==> config.mk <==
export PLATFORM = sky130hd
export DESIGN_NAME = vga_timing_gen_flat
export DESIGN_NICKNAME = d
export VERILOG_FILES = /design/src/rtl/vga_timing_gen_pkg.sv /design/src/rtl/vga_timing_gen_if.sv /design/src/rtl/vga_timing_gen_axis_counter.sv /design/src/rtl/vga_timing_gen.sv /design/src/flat_wrapper.sv
export SDC_FILE = /design/constraint.sdc
export NUM_CORES = 1
export LEC_CHECK = 0
export ABC_AREA = 1
export CORE_MARGIN = 1.5
export CORE_UTILIZATION = 44
export CTS_BUF_LIST = sky130_fd_sc_hd__clkbuf_4 sky130_fd_sc_hd__clkbuf_8
export CTS_CLUSTER_SIZE = 25
export DETAILED_ROUTE_END_ITERATION = 6
export PLACE_DENSITY = 0.69
export SLEW_MARGIN = 25
export SYNTH_ARGS = -nofsm -noshare
export SYNTH_HDL_FRONTEND = slang
export SYNTH_SLANG_ARGS = --single-unit
==> constraint.sdc <==
create_clock -name clock -period 2.89 [get_ports clock]
set_clock_uncertainty 0.2 [all_clocks]
set_input_delay 0.7225 -clock clock [delete_from_list [all_inputs] [get_ports clock]]
set_output_delay 0.7225 -clock clock [all_outputs]
set_load 0.03 [all_outputs]
==> src/rtl/vga_timing_gen_pkg.sv <==
// Video mode description, standard mode presets and axis-total helpers.
// Shared by the timing generator and its per-axis counters.
package vga_pkg;

    typedef struct packed {
        logic [15:0] h_active;
        logic [15:0] h_front;
        logic [15:0] h_sync;
        logic [15:0] h_back;
        logic [15:0] v_active;
        logic [15:0] v_front;
        logic [15:0] v_sync;
        logic [15:0] v_back;
    } vga_timing_t;

    typedef enum logic {
        AXIS_H = 1'b0,
        AXIS_V = 1'b1
    } vga_axis_e;

    localparam vga_timing_t VGA_640x480_60 = '{
        16'd640,  16'd16, 16'd96,  16'd48,
        16'd480,  16'd10, 16'd2,   16'd33
    };
    localparam vga_timing_t SVGA_800x600_60 = '{
        16'd800,  16'd40, 16'd128, 16'd88,
        16'd600,  16'd1,  16'd4,   16'd23
    };
    localparam vga_timing_t XGA_1024x768_60 = '{
        16'd1024, 16'd24, 16'd136, 16'd160,
        16'd768,  16'd3,  16'd6,   16'd29
    };

    function automatic int axis_total(input int act, input int fp, input int sw, input int bp);
        return act + fp + sw + bp;
    endfunction

    function automatic int total(input vga_timing_t t, input vga_axis_e ax);
        if (ax == AXIS_H)
            return axis_total(int'(t.h_active), int'(t.h_front), int'(t.h_sync), int'(t.h_back));
        else
            return axis_total(int'(t.v_active), int'(t.v_front), int'(t.v_sync), int'(t.v_back));
    endfunction

endpackage

==> src/rtl/vga_timing_gen_if.sv <==
// Video timing bundle: pixel enable in, sync/enable/coordinate/strobe outputs.
// Generator drives through master; consumers (line buffers, pixel pipe) use slave.
interface vga_timing_gen_if #(
    parameter int CNT_W  = 16,
    parameter int ADDR_W = 19
);
    logic              ce;
    logic              hs;
    logic              vs;
    logic              de;
    logic [CNT_W-1:0]  x;
    logic [CNT_W-1:0]  y;
    logic [ADDR_W-1:0] pixel;
    logic              sol;
    logic              eol;
    logic              sof;
    logic              eof;
    logic              line_req;
    logic [CNT_W-1:0]  line_y;
    logic [15:0]       frame_cnt;

    modport master (
        input  ce,
        output hs, vs, de, x, y, pixel, sol, eol, sof, eof, line_req, line_y, frame_cnt
    );

    modport slave (
        output ce,
        input  hs, vs, de, x, y, pixel, sol, eol, sof, eof, line_req, line_y, frame_cnt
    );
endinterface

==> src/rtl/vga_timing_gen_axis_counter.sv <==
// One timing axis: wrapping position counter plus region decode of the next position.
// cnt_nxt and the *_nxt flags are combinational; the count advances only when inc=1.
module vga_axis_counter
    import vga_pkg::*;
#(
    parameter int ACTIVE = 640,
    parameter int FRONT  = 16,
    parameter int SYNC   = 96,
    parameter int BACK   = 48,
    parameter int CNT_W  = 16
) (
    input  logic             clock,
    input  logic             rst_i,
    input  logic             inc,
    output logic [CNT_W-1:0] cnt_nxt,
    output logic             wrap,
    output logic             first_nxt,
    output logic             act_nxt,
    output logic             sync_nxt,
    output logic             last_nxt
);

    localparam int TOTAL = axis_total(ACTIVE, FRONT, SYNC, BACK);

    localparam logic [CNT_W-1:0] LAST_C    = CNT_W'(TOTAL - 1);
    localparam logic [CNT_W-1:0] ACT_C     = CNT_W'(ACTIVE);
    localparam logic [CNT_W-1:0] SYNC_LO_C = CNT_W'(ACTIVE + FRONT);
    localparam logic [CNT_W-1:0] SYNC_HI_C = CNT_W'(ACTIVE + FRONT + SYNC);

    if (longint'(TOTAL) > ((longint'(1) << CNT_W) - 1)) begin : g_total_check
        $error("vga_axis_counter: axis total %0d does not fit in CNT_W=%0d", TOTAL, CNT_W);
    end

    logic [CNT_W-1:0] cnt;

    assign wrap = inc && (cnt == LAST_C);

    always_comb begin
        cnt_nxt = cnt;
        if (inc) begin
            cnt_nxt = (cnt == LAST_C) ? '0 : cnt + 1'b1;
        end
    end

    assign first_nxt = (cnt_nxt == '0);
    assign act_nxt   = (cnt_nxt < ACT_C);
    assign sync_nxt  = (cnt_nxt >= SYNC_LO_C) && (cnt_nxt < SYNC_HI_C);
    assign last_nxt  = (cnt_nxt == LAST_C);

    always_ff @(posedge clock) begin
        if (rst_i) begin
            cnt <= '0;
        end else begin
            cnt <= cnt_nxt;
        end
    end

endmodule

==> src/rtl/vga_timing_gen.sv <==
// Parametrised VESA-style timing generator; all outputs registered, zero latency to (h,v).
// No backpressure: ce=0 freezes every register, strobes included.
module vga_timing_gen
    import vga_pkg::*;
#(
    parameter int H_ACTIVE = 640,
    parameter int H_FRONT  = 16,
    parameter int H_SYNC   = 96,
    parameter int H_BACK   = 48,
    parameter int V_ACTIVE = 480,
    parameter int V_FRONT  = 10,
    parameter int V_SYNC   = 2,
    parameter int V_BACK   = 33,
    parameter int HS_POL   = 0,
    parameter int VS_POL   = 0,
    parameter int PREFETCH = 32,
    parameter int CNT_W    = 16,
    parameter int ADDR_W   = 19
) (
    input  logic               clock,
    input  logic               rst_i,
    vga_timing_gen_if.master   vif
);

    localparam vga_timing_t MODE = '{
        16'(H_ACTIVE), 16'(H_FRONT), 16'(H_SYNC), 16'(H_BACK),
        16'(V_ACTIVE), 16'(V_FRONT), 16'(V_SYNC), 16'(V_BACK)
    };
    localparam int H_TOTAL = total(MODE, AXIS_H);

    localparam logic [CNT_W-1:0] REQ_H_C   = CNT_W'(H_TOTAL - PREFETCH);
    localparam logic [CNT_W-1:0] V_ACT_C   = CNT_W'(V_ACTIVE);
    localparam logic             HS_ON     = 1'(HS_POL);
    localparam logic             VS_ON     = 1'(VS_POL);

    if (PREFETCH < 1 || PREFETCH > H_FRONT + H_SYNC + H_BACK) begin : g_prefetch_check
        $error("vga_timing_gen: PREFETCH=%0d outside 1..%0d", PREFETCH, H_FRONT + H_SYNC + H_BACK);
    end

    logic [CNT_W-1:0] h_nxt, v_nxt;
    logic             h_wrap, v_wrap;
    logic             h_first_n, v_first_n;
    logic             h_act_n, v_act_n;
    logic             h_sync_n, v_sync_n;
    logic             h_last_n, v_last_n;

    vga_axis_counter #(
        .ACTIVE (H_ACTIVE),
        .FRONT  (H_FRONT),
        .SYNC   (H_SYNC),
        .BACK   (H_BACK),
        .CNT_W  (CNT_W)
    ) u_h (
        .clock     (clock),
        .rst_i     (rst_i),
        .inc       (vif.ce),
        .cnt_nxt   (h_nxt),
        .wrap      (h_wrap),
        .first_nxt (h_first_n),
        .act_nxt   (h_act_n),
        .sync_nxt  (h_sync_n),
        .last_nxt  (h_last_n)
    );

    vga_axis_counter #(
        .ACTIVE (V_ACTIVE),
        .FRONT  (V_FRONT),
        .SYNC   (V_SYNC),
        .BACK   (V_BACK),
        .CNT_W  (CNT_W)
    ) u_v (
        .clock     (clock),
        .rst_i     (rst_i),
        .inc       (h_wrap),
        .cnt_nxt   (v_nxt),
        .wrap      (v_wrap),
        .first_nxt (v_first_n),
        .act_nxt   (v_act_n),
        .sync_nxt  (v_sync_n),
        .last_nxt  (v_last_n)
    );

    logic             de_n;
    logic             sof_n;
    logic [CNT_W-1:0] line_nxt;
    logic             req_n;

    assign de_n     = h_act_n && v_act_n;
    assign sof_n    = h_first_n && v_first_n;
    // The line after the last one of the frame is line 0, requested from back porch.
    assign line_nxt = v_last_n ? '0 : v_nxt + 1'b1;
    assign req_n    = (h_nxt == REQ_H_C) && (line_nxt < V_ACT_C);

    always_ff @(posedge clock) begin
        if (rst_i) begin
            vif.hs        <= ~HS_ON;
            vif.vs        <= ~VS_ON;
            vif.de        <= 1'b1;
            vif.x         <= '0;
            vif.y         <= '0;
            vif.pixel     <= '0;
            vif.sol       <= 1'b1;
            vif.eol       <= 1'b0;
            vif.sof       <= 1'b1;
            vif.eof       <= 1'b0;
            vif.line_req  <= 1'b0;
            vif.line_y    <= '0;
            vif.frame_cnt <= '0;
        end else if (vif.ce) begin
            vif.hs       <= h_sync_n ? HS_ON : ~HS_ON;
            vif.vs       <= v_sync_n ? VS_ON : ~VS_ON;
            vif.de       <= de_n;
            vif.x        <= de_n ? h_nxt : '0;
            vif.y        <= v_act_n ? v_nxt : '0;
            vif.sol      <= h_first_n && v_act_n;
            vif.eol      <= h_last_n;
            vif.sof      <= sof_n;
            vif.eof      <= h_last_n && v_last_n;
            vif.line_req <= req_n;
            vif.line_y   <= req_n ? line_nxt : '0;
            // Every visible pixel but (0,0) follows exactly one increment, so no multiply is needed.
            if (sof_n) begin
                vif.pixel <= '0;
            end else if (de_n) begin
                vif.pixel <= vif.pixel + 1'b1;
            end
            if (v_wrap) begin
                vif.frame_cnt <= vif.frame_cnt + 16'd1;
            end
        end
    end

endmodule

==> src/flat_wrapper.sv <==
// flat-port wrapper written by rule: the top's interface ports become plain ports
module vga_timing_gen_flat import vga_pkg::*;
#(
    parameter int H_ACTIVE = 640,
    parameter int H_FRONT  = 16,
    parameter int H_SYNC   = 96,
    parameter int H_BACK   = 48,
    parameter int V_ACTIVE = 480,
    parameter int V_FRONT  = 10,
    parameter int V_SYNC   = 2,
    parameter int V_BACK   = 33,
    parameter int HS_POL   = 0,
    parameter int VS_POL   = 0,
    parameter int PREFETCH = 32,
    parameter int CNT_W    = 16,
    parameter int ADDR_W   = 19
)
  (clock, rst_i, vif_ce, vif_hs, vif_vs, vif_de, vif_x, vif_y, vif_pixel, vif_sol, vif_eol, vif_sof, vif_eof, vif_line_req, vif_line_y, vif_frame_cnt);
  vga_timing_gen_if #(.CNT_W(CNT_W), .ADDR_W(ADDR_W)) vif_i ();
  input  logic clock;
  input  logic rst_i;
  input wire logic [$bits(vif_i.ce)-1:0] vif_ce;
  output wire logic [$bits(vif_i.hs)-1:0] vif_hs;
  output wire logic [$bits(vif_i.vs)-1:0] vif_vs;
  output wire logic [$bits(vif_i.de)-1:0] vif_de;
  output wire logic [$bits(vif_i.x)-1:0] vif_x;
  output wire logic [$bits(vif_i.y)-1:0] vif_y;
  output wire logic [$bits(vif_i.pixel)-1:0] vif_pixel;
  output wire logic [$bits(vif_i.sol)-1:0] vif_sol;
  output wire logic [$bits(vif_i.eol)-1:0] vif_eol;
  output wire logic [$bits(vif_i.sof)-1:0] vif_sof;
  output wire logic [$bits(vif_i.eof)-1:0] vif_eof;
  output wire logic [$bits(vif_i.line_req)-1:0] vif_line_req;
  output wire logic [$bits(vif_i.line_y)-1:0] vif_line_y;
  output wire logic [$bits(vif_i.frame_cnt)-1:0] vif_frame_cnt;
  assign vif_i.ce = vif_ce;
  assign vif_hs = vif_i.hs;
  assign vif_vs = vif_i.vs;
  assign vif_de = vif_i.de;
  assign vif_x = vif_i.x;
  assign vif_y = vif_i.y;
  assign vif_pixel = vif_i.pixel;
  assign vif_sol = vif_i.sol;
  assign vif_eol = vif_i.eol;
  assign vif_sof = vif_i.sof;
  assign vif_eof = vif_i.eof;
  assign vif_line_req = vif_i.line_req;
  assign vif_line_y = vif_i.line_y;
  assign vif_frame_cnt = vif_i.frame_cnt;
  vga_timing_gen #(.H_ACTIVE(H_ACTIVE), .H_FRONT(H_FRONT), .H_SYNC(H_SYNC), .H_BACK(H_BACK), .V_ACTIVE(V_ACTIVE), .V_FRONT(V_FRONT), .V_SYNC(V_SYNC), .V_BACK(V_BACK), .HS_POL(HS_POL), .VS_POL(VS_POL), .PREFETCH(PREFETCH), .CNT_W(CNT_W), .ADDR_W(ADDR_W)) u_core (.clock(clock), .rst_i(rst_i), .vif(vif_i));
endmodule
# --- Word level (Yosys, flattened, before mapping) ---
# Cells that the tools add are included.
totals:
  regBits: 123
  out_inout_bits: 91
classes:
  addsub: 5
  n_lt_le_gt_ge: 7
  n_eq_ne: 5
  mux: 12
  n_reduce_logical: 14
op_table:
  columns: ["cell", "n"]
  rows:
  - ["$mux W16", 8]
  - ["$eq A16 B10 Y1 const B", 5]
  - ["$add A16 B1 Y16 const B", 4]
  - ["$lt A16 B9 Y1 const B", 3]
  - ["$mux W19", 2]
  - ["$logic_not A16 Y1", 2]
  - ["$lt A16 B10 Y1 const B", 2]
  - ["$add A19 B1 Y19 const B", 1]
  - ["$ge A16 B10 Y1 const B", 1]
  - ["$ge A16 B9 Y1 const B", 1]
  - ["$logic_and A1 B1 Y1", 9]
  - ["$reduce_and A2 Y1", 2]
  - ["$mux W1", 2]
  - ["$reduce_bool A2 Y1", 1]

# --- Logic depth before layout (Yosys ltp) ---
# Gate-level depths: netlist (run 1).
logic_depth:
  ltp_word: 8
  ltp_mapped: 20
  ltp_nobuf: 19

# --- By module ---
# From an unflattened synthesis (run 1), not the netlist that was laid out.
unflattened:
  hier_cells: 949
  area_unflattened_um2: 6523.8
by_module_without_submodules:
  columns: ["module", "n_inst", "cells_each", "area_each_um2"]
  rows:
  - ["vga_timing_gen", 1, 529, 4101.4]
  - ["vga_axis_counter at u_core.u_v", 1, 217, 1246.2]
  - ["vga_axis_counter at u_core.u_h", 1, 203, 1176.1]

# --- Worst setup path after synthesis (run 1) ---
# Ideal clock, no wire load.
synth_timing:
  path_kind: "register to register"
  from: "register u_core.u_h.cnt[0]"
  to: "register u_core.vif.line_req"
  setup_ns: 0.114
  t_arrival_ns: 2.420
  t_required_ns: 2.576
  path_slack_ns: 0.156
  stages_incl_launch_ff: 18
  n_path_buf: 2
  period_less_slack_ns: 2.734
  path_cell_list: "dfxtp_1 ha_1 nand3_2 nor2_4 nand3_4 buf_6 buf_6 o21ai_4 ha_1 nand2_1 nor2_1 nand3_1 nand2_1 nand2_1 nor2_1 nor2_4 nand4_1 nand2_1"
synth_between:
  elab_chain_cells: 7
synth_rtl:
  columns: ["element", "line_no", "rtl"]
  rows:
  - ["from (decl)", "vga_timing_gen_axis_counter.sv:34", "logic [CNT_W-1:0] cnt;"]
  - ["from (signal assigned)", "vga_timing_gen_axis_counter.sv:54", "cnt <= cnt_nxt;"]
  - ["$eq A16 B10 Y1 *", "vga_timing_gen_axis_counter.sv:36", "assign wrap = inc && (cnt == LAST_C);"]
  - ["$logic_and A1 B1 Y1 *", "vga_timing_gen_axis_counter.sv:36", null]
  - ["$mux W16 *", "vga_timing_gen_axis_counter.sv:40", "if (inc) begin"]
  - ["via u_core.u_v.cnt_nxt[1]", "vga_timing_gen_axis_counter.sv:15", "output logic [CNT_W-1:0] cnt_nxt,"]
  - ["$add A16 B1 Y16 / $eq A16 B10 Y1 (equally long branches)", "vga_timing_gen.sv:91, vga_timing_gen_axis_counter.sv:48", null]
  - ["$mux W16 *", "vga_timing_gen.sv:91", "assign line_nxt = v_last_n ? '0 : v_nxt + 1'b1;"]
  - ["$lt A16 B9 Y1 *", "vga_timing_gen.sv:92", "assign req_n = (h_nxt == REQ_H_C) && (line_nxt < V_ACT_C);"]
  - ["$logic_and A1 B1 Y1 *", "vga_timing_gen.sv:92", null]
  - ["to (signal assigned)", "vga_timing_gen.sv:119", "vif.line_req <= req_n;"]
  - ["to (decl)", "vga_timing_gen_if.sv:24", "output hs, vs, de, x, y, pixel, sol, eol, sof, eof, line_req, line_y, frame_cnt"]
# The timed path passes the listed nets; every way through them passes the cells marked *.
# A chain may end at the register's enable or synchronous reset.

# --- Final worst setup path (run 1) ---
layout_timing:
  from: "register u_core.u_h.cnt[5]"
  to: "register u_core.vif.line_y[3]"
layout_between:
  elab_chain_cells: 8
layout_rtl:
  columns: ["element", "line_no", "rtl"]
  rows:
  - ["$eq A16 B10 Y1", "vga_timing_gen_axis_counter.sv:36, vga_timing_gen_axis_counter.sv:41", null]
  - ["$logic_and A1 B1 Y1", "vga_timing_gen_axis_counter.sv:36", null]
  - ["$mux W16", "vga_timing_gen_axis_counter.sv:40", null]
  - ["$add A16 B1 Y16 / $eq A16 B10 Y1 (equally long branches)", "vga_timing_gen.sv:91, vga_timing_gen_axis_counter.sv:48", null]
  - ["$mux W16", "vga_timing_gen.sv:91", null]
  - ["$lt A16 B9 Y1", "vga_timing_gen.sv:92", null]
  - ["$logic_and A1 B1 Y1", "vga_timing_gen.sv:92", null]
  - ["$mux W16 *", "vga_timing_gen.sv:120", "vif.line_y <= req_n ? line_nxt : '0;"]
  - ["to (signal assigned)", "vga_timing_gen.sv:120", null]
  - ["to (decl)", "vga_timing_gen_if.sv:24", null]
# Mark *: on every way between the ends. The rest lies on a longest branch, timed or not.

==> results of run 1 <==
==> cell usage in the layout (no fill, tap or decap), drive strengths merged <==
master,netlist,routed
a21oi,26,26
o211ai,1,1
nor2,200,203
nand3b,7,7
nor3,31,31
and3,1,1
nor3b,1,1
clkinvlp,0,2
nand2,274,274
a21boi,5,5
nand3,81,82
a32o,1,1
dfxtp,123,123
o31ai,3,3
nor4,3,3
buf,13,160
a211oi,1,1
clkdlybuf4s50,0,91
a41oi,1,1
clkinv,0,5
dlygate4sd2,0,1
a22o,14,14
bufinv,0,2
nand4,34,34
xnor2,3,3
o21ai,46,46
or2,1,1
a21o,1,1
inv,109,112
o21bai,2,2
o22a,1,1
o21a,3,3
ha,7,7
xor2,6,6
clkbuf,15,21
==> cell families (layout without fill, tap and decap cells) <==
group | Yosys count | after routing
simple gates | 633 | 637
buf+inv | 137 | 394
flops | 123 | 123
compound gates | 105 | 105
xor+xnor | 9 | 9
fa+ha+maj | 7 | 7
==> worst max-delay path by stage <==
stage,startpoint,end,slack (ns),depth (start not counted)
after floorplan,u_core.u_h.cnt[0],u_core.vif.line_req,0.16,17
after global placement,vif_ce,u_core.vif.line_y[3],-0.67,13
after detailed placement,vif_ce,u_core.vif.line_y[3],-0.67,13
after CTS,u_core.u_h.cnt[0],u_core.vif.pixel[8],0.006,17
after global routing,u_core.u_h.cnt[0],u_core.vif.pixel[16],-0.09,19
final,u_core.u_h.cnt[5],u_core.vif.line_y[3],0.08,16
==> repair_timing <==
action | in CTS | in global routing
buffers inserted | 5 | 13
setup endpoints to repair | 51 | 55
hold buffers | 0 | 0
resized for setup | 25 | 112
pin swaps | 8 | 39
gates cloned | 2 | 4
==> power by group <==
| group | internal (mW) | switching [mW] | leakage, nW |
|---|---|---|---|
| clock network | 0.815 | 0.734 | 0.199 |
| logic | 0.0637 | 0.115 | 2.81 |
| registers | 1.70 | 0.00859 | 0.998 |
==> through the flow <==
stage          setup TNS (ns)  setup WS (ns)
6_report                    0         0.0778
5_1_grt                -0.963        -0.0854
4_1_cts                     0        0.00613
3_5_place_dp           -30.58         -0.668
3_3_place_gp           -29.99         -0.670
2_1_floorplan               0          0.156
==> cell usage after synthesis (all sizes together) <==
cell and n:
a211oi 1, a21boi 5, a21o 1, a21oi 26
a22o 14, a32o 1, a41oi 1, and3 1
buf 13, clkbuf 15, dfxtp 123, ha 7
inv 109, nand2 274, nand3 81, nand3b 7
nand4 34, nor2 200, nor3 31, nor3b 1
nor4 3, o211ai 1, o21a 3, o21ai 46
o21bai 2, o22a 1, o31ai 3, or2 1
xnor2 3, xor2 6
==> registers in the layout, summed over array words and instances (netlist names) <==
name and cells:
u_core.u_h.cnt 16, u_core.u_v.cnt 16, u_core.vif.de 1, u_core.vif.eof 1, u_core.vif.eol 1, u_core.vif.frame_cnt 16, u_core.vif.hs 1, u_core.vif.line_req 1
u_core.vif.line_y 16, u_core.vif.pixel 19, u_core.vif.sof 1, u_core.vif.sol 1, u_core.vif.vs 1, u_core.vif.x 16, u_core.vif.y 16
==> worst min-delay path: stages, from the launching register on <==
cell     delay, ns
dfxtp_1       0.31
nand2_1       0.06
nor2_1        0.03
==> routing by layer <==
layer,wire length (µm),up-vias,GRT usage,part of all wire
met5,0,-,0,0
met4,418,0,0.0762,0.020
met3,1520,38,0.0701,0.073
met2,9430,264,0.393,0.45
met1,9510,3469,0.344,0.46
li1,-,3790,-,-
==> area by class of cell <==
| class | instances | area, µm² |
|---|---|---|
| clock inverters | 12 | 138 |
| clock buffers | 19 | 262 |
| well taps | 184 | 230 |
| fillers | 1289 | 4790 |
| inverters | 109 | 414 |
| repair buffers | 254 | 2200 |
| flip-flops and latches | 123 | 2480 |
| multi-input cells | 758 | 4080 |
==> flow_summary.toml, run 1 <==
[run_status]
outcome = "finished, final reports clean"

[logic_synthesis]
synth-simple-area-share = 0.421
ys_types = 43
yosys_warnings = 0
synthXorXnorAreaFrac = 0.0119
syn-num-nets = 1024
yosysTopAreaCellShare = 0.372
ys_ff_latch = 123
seq_area_frac_synth = 0.372
yosys.area.top_type = "dfxtp_1"
synth_cells = 1014
synthMuxAreaShare = 0
avgSynthCellArea_um2 = 6.53
synth_top_family_by_area = "simple AND/OR/NAND/NOR gates"
synth_compound_area_frac = 0.0992
yosys.area_share.adder = 0.0132
synth_area_um2 = 6620
yosys-top-cells-area = "dfxtp_1 37%, nand2_1 15%, nor2_1 10%"

[timing]
tightest_slew_ns = 0.476
whs_ns = 0.234
setup_violations = 0
period_minus_slack_ns = 2.81
relSlewSlack = 0.682
fmax_mhz = 356
min_period_over_period = 0.973
drv_slew = 0
rsz0062_at_grt = "yes"
final-hold-violation-count = 0

[cells_and_area]
final_layout_size_suffix_gt1_frac = 0.262
stdcell_area_um2 = 9800
final_util = 0.672
nNetsFinal = 1273
instances_no_fill = 1459
antennaDiodeCount = 0
syn_to_final_growth_pct = 48.1

[floorplan]
fp-row-count = 44
die_area_um2 = 15800
initial_core_util = 0.454
io-pin-count = 94
coreArea_um2 = 14600
die_h_um = 126
die_w_um = 126

[setup_path]
arrival_ns = 3.01
end_kind = "flip-flop"
required_ns = 3.08
crit_path_top_delay_cell = "dfxtp_1"
cp_cell_sequence = "nor2_4 -> nand2_2 -> nor2_4 -> nand3_4 -> buf_12 -> nand2_1 -> nand2_4 -> inv_2 -> nand2_2 -> nor2_2 -> nand2_1 -> o21ai_1 -> nand2_2 -> nor2_4 -> nand4_1 -> nand2_1"
critPathMaxFanout = 5
crit_type = "reg -> reg"
reg2reg_depth = 16
start_kind = "flip-flop"
reg2reg_to = "u_core.vif.line_y[3]"
crit_family = "simple AND/OR/NAND/NOR gates"
worst-path-buf-inv = 2
reg2reg_slack_ns = 0.08
reg2reg_from = "u_core.u_h.cnt[5]"
max_stage_delay_ns = 0.38

[min_path]
hold_depth = 2
whs_endpoint = "u_core.vif.y[11]"
worstHoldPathType = "reg -> reg"
min_from = "u_core.vif.y[11]"

[power]
power_density_nw_per_um2 = 351
p_leak_nw = 4.01
irDropWorstVdd_v = 0.000401
finalPower_mw = 3.44

[cts]
cts_tree = "yes"
cts_made_buffers = 17
htree_levels = 4
clock_latency_ns = 0.45
clk_pin_slew_ns = 0.07
cts_buffer_depth = 2
cts_sinks = 123
cts-root-buf = "clkbuf_8"

[placed_design]
placed_cells = 1404
portBuffers = 93
routabilityCongestion = 0.943
hpwl_um = 14800
place_area_um2 = 8710

[detailed_routing]
vias = 7561
drc = 0
first_pass_iters = 5
avgViaCountPerCell = 5.18
wire_per_inst_um = 14.3
routed_wl_um = 20900
drt_iter0_drc = 502
ant_nets = 0

[global_route]
antenna_found_initial = 0
grt_pass1_wl_um = 32500
grt_util_all_layers = 0.253
grt_pass1_vias = 6750
grt_start_max_net_pins = 28
grt-ovfl-total = 0

[job]
cap_viol_max_count = 0
Note: power is estimated with default switching activity, not from simulation.
==> run 2, diff against run 1 <==
Settings changed: CAP_MARGIN set to 20.
==> results of run 2 <==
No change in the layout: final DEF, timing and power equal those of run 1.
==> run 3, diff against run 2 <==
Settings changed: CELL_PAD_IN_SITES_DETAIL_PLACEMENT set to 0, CELL_PAD_IN_SITES_GLOBAL_PLACEMENT set to 1, CORE_UTILIZATION 44 to 36, CTS_CLUSTER_DIAMETER set to 200, PLACE_DENSITY 0.69 to not set, PLACE_DENSITY_LB_ADDON set to 0.1.
==> flow_summary.toml, run 3 (synthesized netlist as in run 1, its figures left out) <==
[run_status]
outcome = "finished, final reports clean"

[timing]
relSlewSlack = 0.717
fmax_mhz = 363
drv_slew = 0
whs_ns = 0.237
setup_violations = 0
min_period_over_period = 0.955
tightest_slew_ns = 0.421
final-hold-violation-count = 0
finalWorstSetupSlack_ns = 0.131
period_minus_slack_ns = 2.76

[cells_and_area]
nFillCells = 1876
regMostFlops = "u_core.vif.pixel"
final_layout_size_suffix_gt1_frac = 0.254
largest_register_ffs = 19
instances_no_fill = 1505
syn_to_final_growth_pct = 47.9
final_common_cell = "nand2_1"
nNetsFinal = 1273
antennaDiodeCount = 0
mostFrequentLayoutCells = "251 x nand2_1, 156 x buf_4, 153 x nor2_1"

[power]
netSwitchingFraction = 0.272
pwr-share-clk = 0.444
power_switching_mw = 0.932
comb_power_share = 0.057
power_density_nw_per_um2 = 350
irDropWorstVdd_v = 0.000306
power.internal_mw = 2.49
pwr-share-seq = 0.500
p_leak_nw = 3.98

[detailed_routing]
top_layer = "met4"
drt-met1-wl_um = 10400
routed_wl_um = 21300
dr_wl_met2_um = 9470
drc = 0
avgViaCountPerCell = 4.80
ant_nets = 0
wl_met3_um = 1040
first_pass_iters = 6
wire_per_inst_um = 14.1
drt_iter0_drc = 443
vias = 7220

[floorplan]
initial_core_util = 0.367
io-pin-count = 94
fp-row-count = 49
die_area_um2 = 19200
coreArea_um2 = 18000
die_h_um = 139
die_w_um = 139

[setup_path]
reg2reg_from = "u_core.u_h.cnt[1]"
endpoint = "u_core.vif.line_y[8]"
reg2reg_depth = 16
crit_type = "reg -> reg"
required_ns = 3.08
arrival_ns = 2.95
start_kind = "flip-flop"
end_kind = "flip-flop"
reg2reg_to = "u_core.vif.line_y[8]"
reg2reg_slack_ns = 0.13
crit_start = "u_core.u_h.cnt[1]"
critPathMaxFanout = 5

[global_route]
grt_start_max_net_pins = 26
grt_pass1_wl_um = 34200
grt_util_all_layers = 0.220
grt-ovfl-total = 0
antenna_found_initial = 0
grt_pass1_vias = 6800

[cts]
cts_tree = "yes"
clock_latency_ns = 0.45
clk_pin_slew_ns = 0.08
htree_levels = 4
cts_sinks = 123
cts_buffer_depth = 2
cts_made_buffers = 17
cts-root-buf = "clkbuf_8"

[placed_design]
hpwl_um = 15700
placed_cells = 1459
routabilityCongestion = 0.878
portBuffers = 93
preCtsSetupSlack_ns = -0.718

[min_path]
worstHoldPathType = "reg -> reg"

[job]
cap_viol_max_count = 0
==> run 3: changes by cell type in the layout (fill, tap and decap cells not counted), moves of 4 or more <==
cell,previous run,this run
nor3_1,29,23
dfxtp_2,11,7
buf_6,5,1
inv_2,15,10
o21ai_0,29,25
nor3_2,2,8
dfxtp_1,111,116
inv_6,3,7
inv_1,92,97
nand2_1,246,251
nand2_4,9,4
==> run 3: critical path, cell delays in order, from the launching register on <==
cell and delay, ns:
dfxtp_2 0.36, ha_4 0.16, nand3_4 0.09, buf_4 0.16
nor2_4 0.13, nand4_1 0.12, buf_4 0.17, o21ai_4 0.23
nand2_2 0.15, buf_4 0.16, o21ai_1 0.16, nand2_1 0.07
nand3_1 0.12, nor2_4 0.06, nor2_4 0.16, nand4_1 0.12
nand2_1 0.08
==> run 3: power by group through the flow <==
stage	registers [mW]	clock network (mW)	logic [mW]
after floorplan	1.76	0	0.0828
after global placement	1.75	0	0.174
after detailed placement	1.75	0	0.173
after CTS	1.71	1.56	0.179
after global routing	1.71	1.64	0.211
final	1.71	1.52	0.195
==> run 3: cell type report <==
cell class,count,area [µm²],area share
Multi-Input combinational cell,758,4040,0.412
Sequential cell,123,2470,0.252
Timing Repair Buffer,254,2200,0.224
Inverter,109,417,0.0426
Tap cell,229,287,0.0293
Clock buffer,18,248,0.0253
Clock inverter,14,134,0.0137
==> run 3: worst min path at each step <==
stage,startpoint,end,slack (ns),depth (start not counted)
5_1_grt,u_core.vif.line_y[10],u_core.vif.line_y[10],0.26,2
6_report,u_core.vif.y[10],u_core.vif.y[10],0.24,2
2_1_floorplan,u_core.u_h.cnt[14],u_core.u_h.cnt[14],0.30,2
3_5_place_dp,u_core.vif.line_y[11],u_core.vif.line_y[11],0.23,2
4_1_cts,u_core.vif.line_y[11],u_core.vif.line_y[11],0.24,2
3_3_place_gp,u_core.vif.y[10],u_core.vif.y[10],0.23,2
==> run 3: per-layer routing <==
layer	up-vias	global-route usage
li1	3786	-
met1	3283	0.303
met2	127	0.345
met3	24	0.0518
met4	0	0.0609
met5	-	0
==> run 3: timing repair <==
item | CTS | global route
hold buffers | 0 | 0
setup endpoints to repair | 41 | 48
pin swaps | 9 | 28
cloned | 2 | 3
setup buffers | 3 | 6
gates resized for setup | 29 | 93
==> run 3: stage by stage <==
stage | utilization | area, µm² | TNS, ns | power [mW]
after floorplan | - | 6620 | 0 | 1.85
after global placement | 0.491 | 8840 | -29.53 | 1.92
after detailed placement | 0.491 | 8840 | -33.28 | 1.92
after CTS | 0.521 | 9380 | -0.0243 | 3.45
after global routing | 0.543 | 9790 | -0.346 | 3.56
final | 0.543 | 9790 | 0 | 3.43
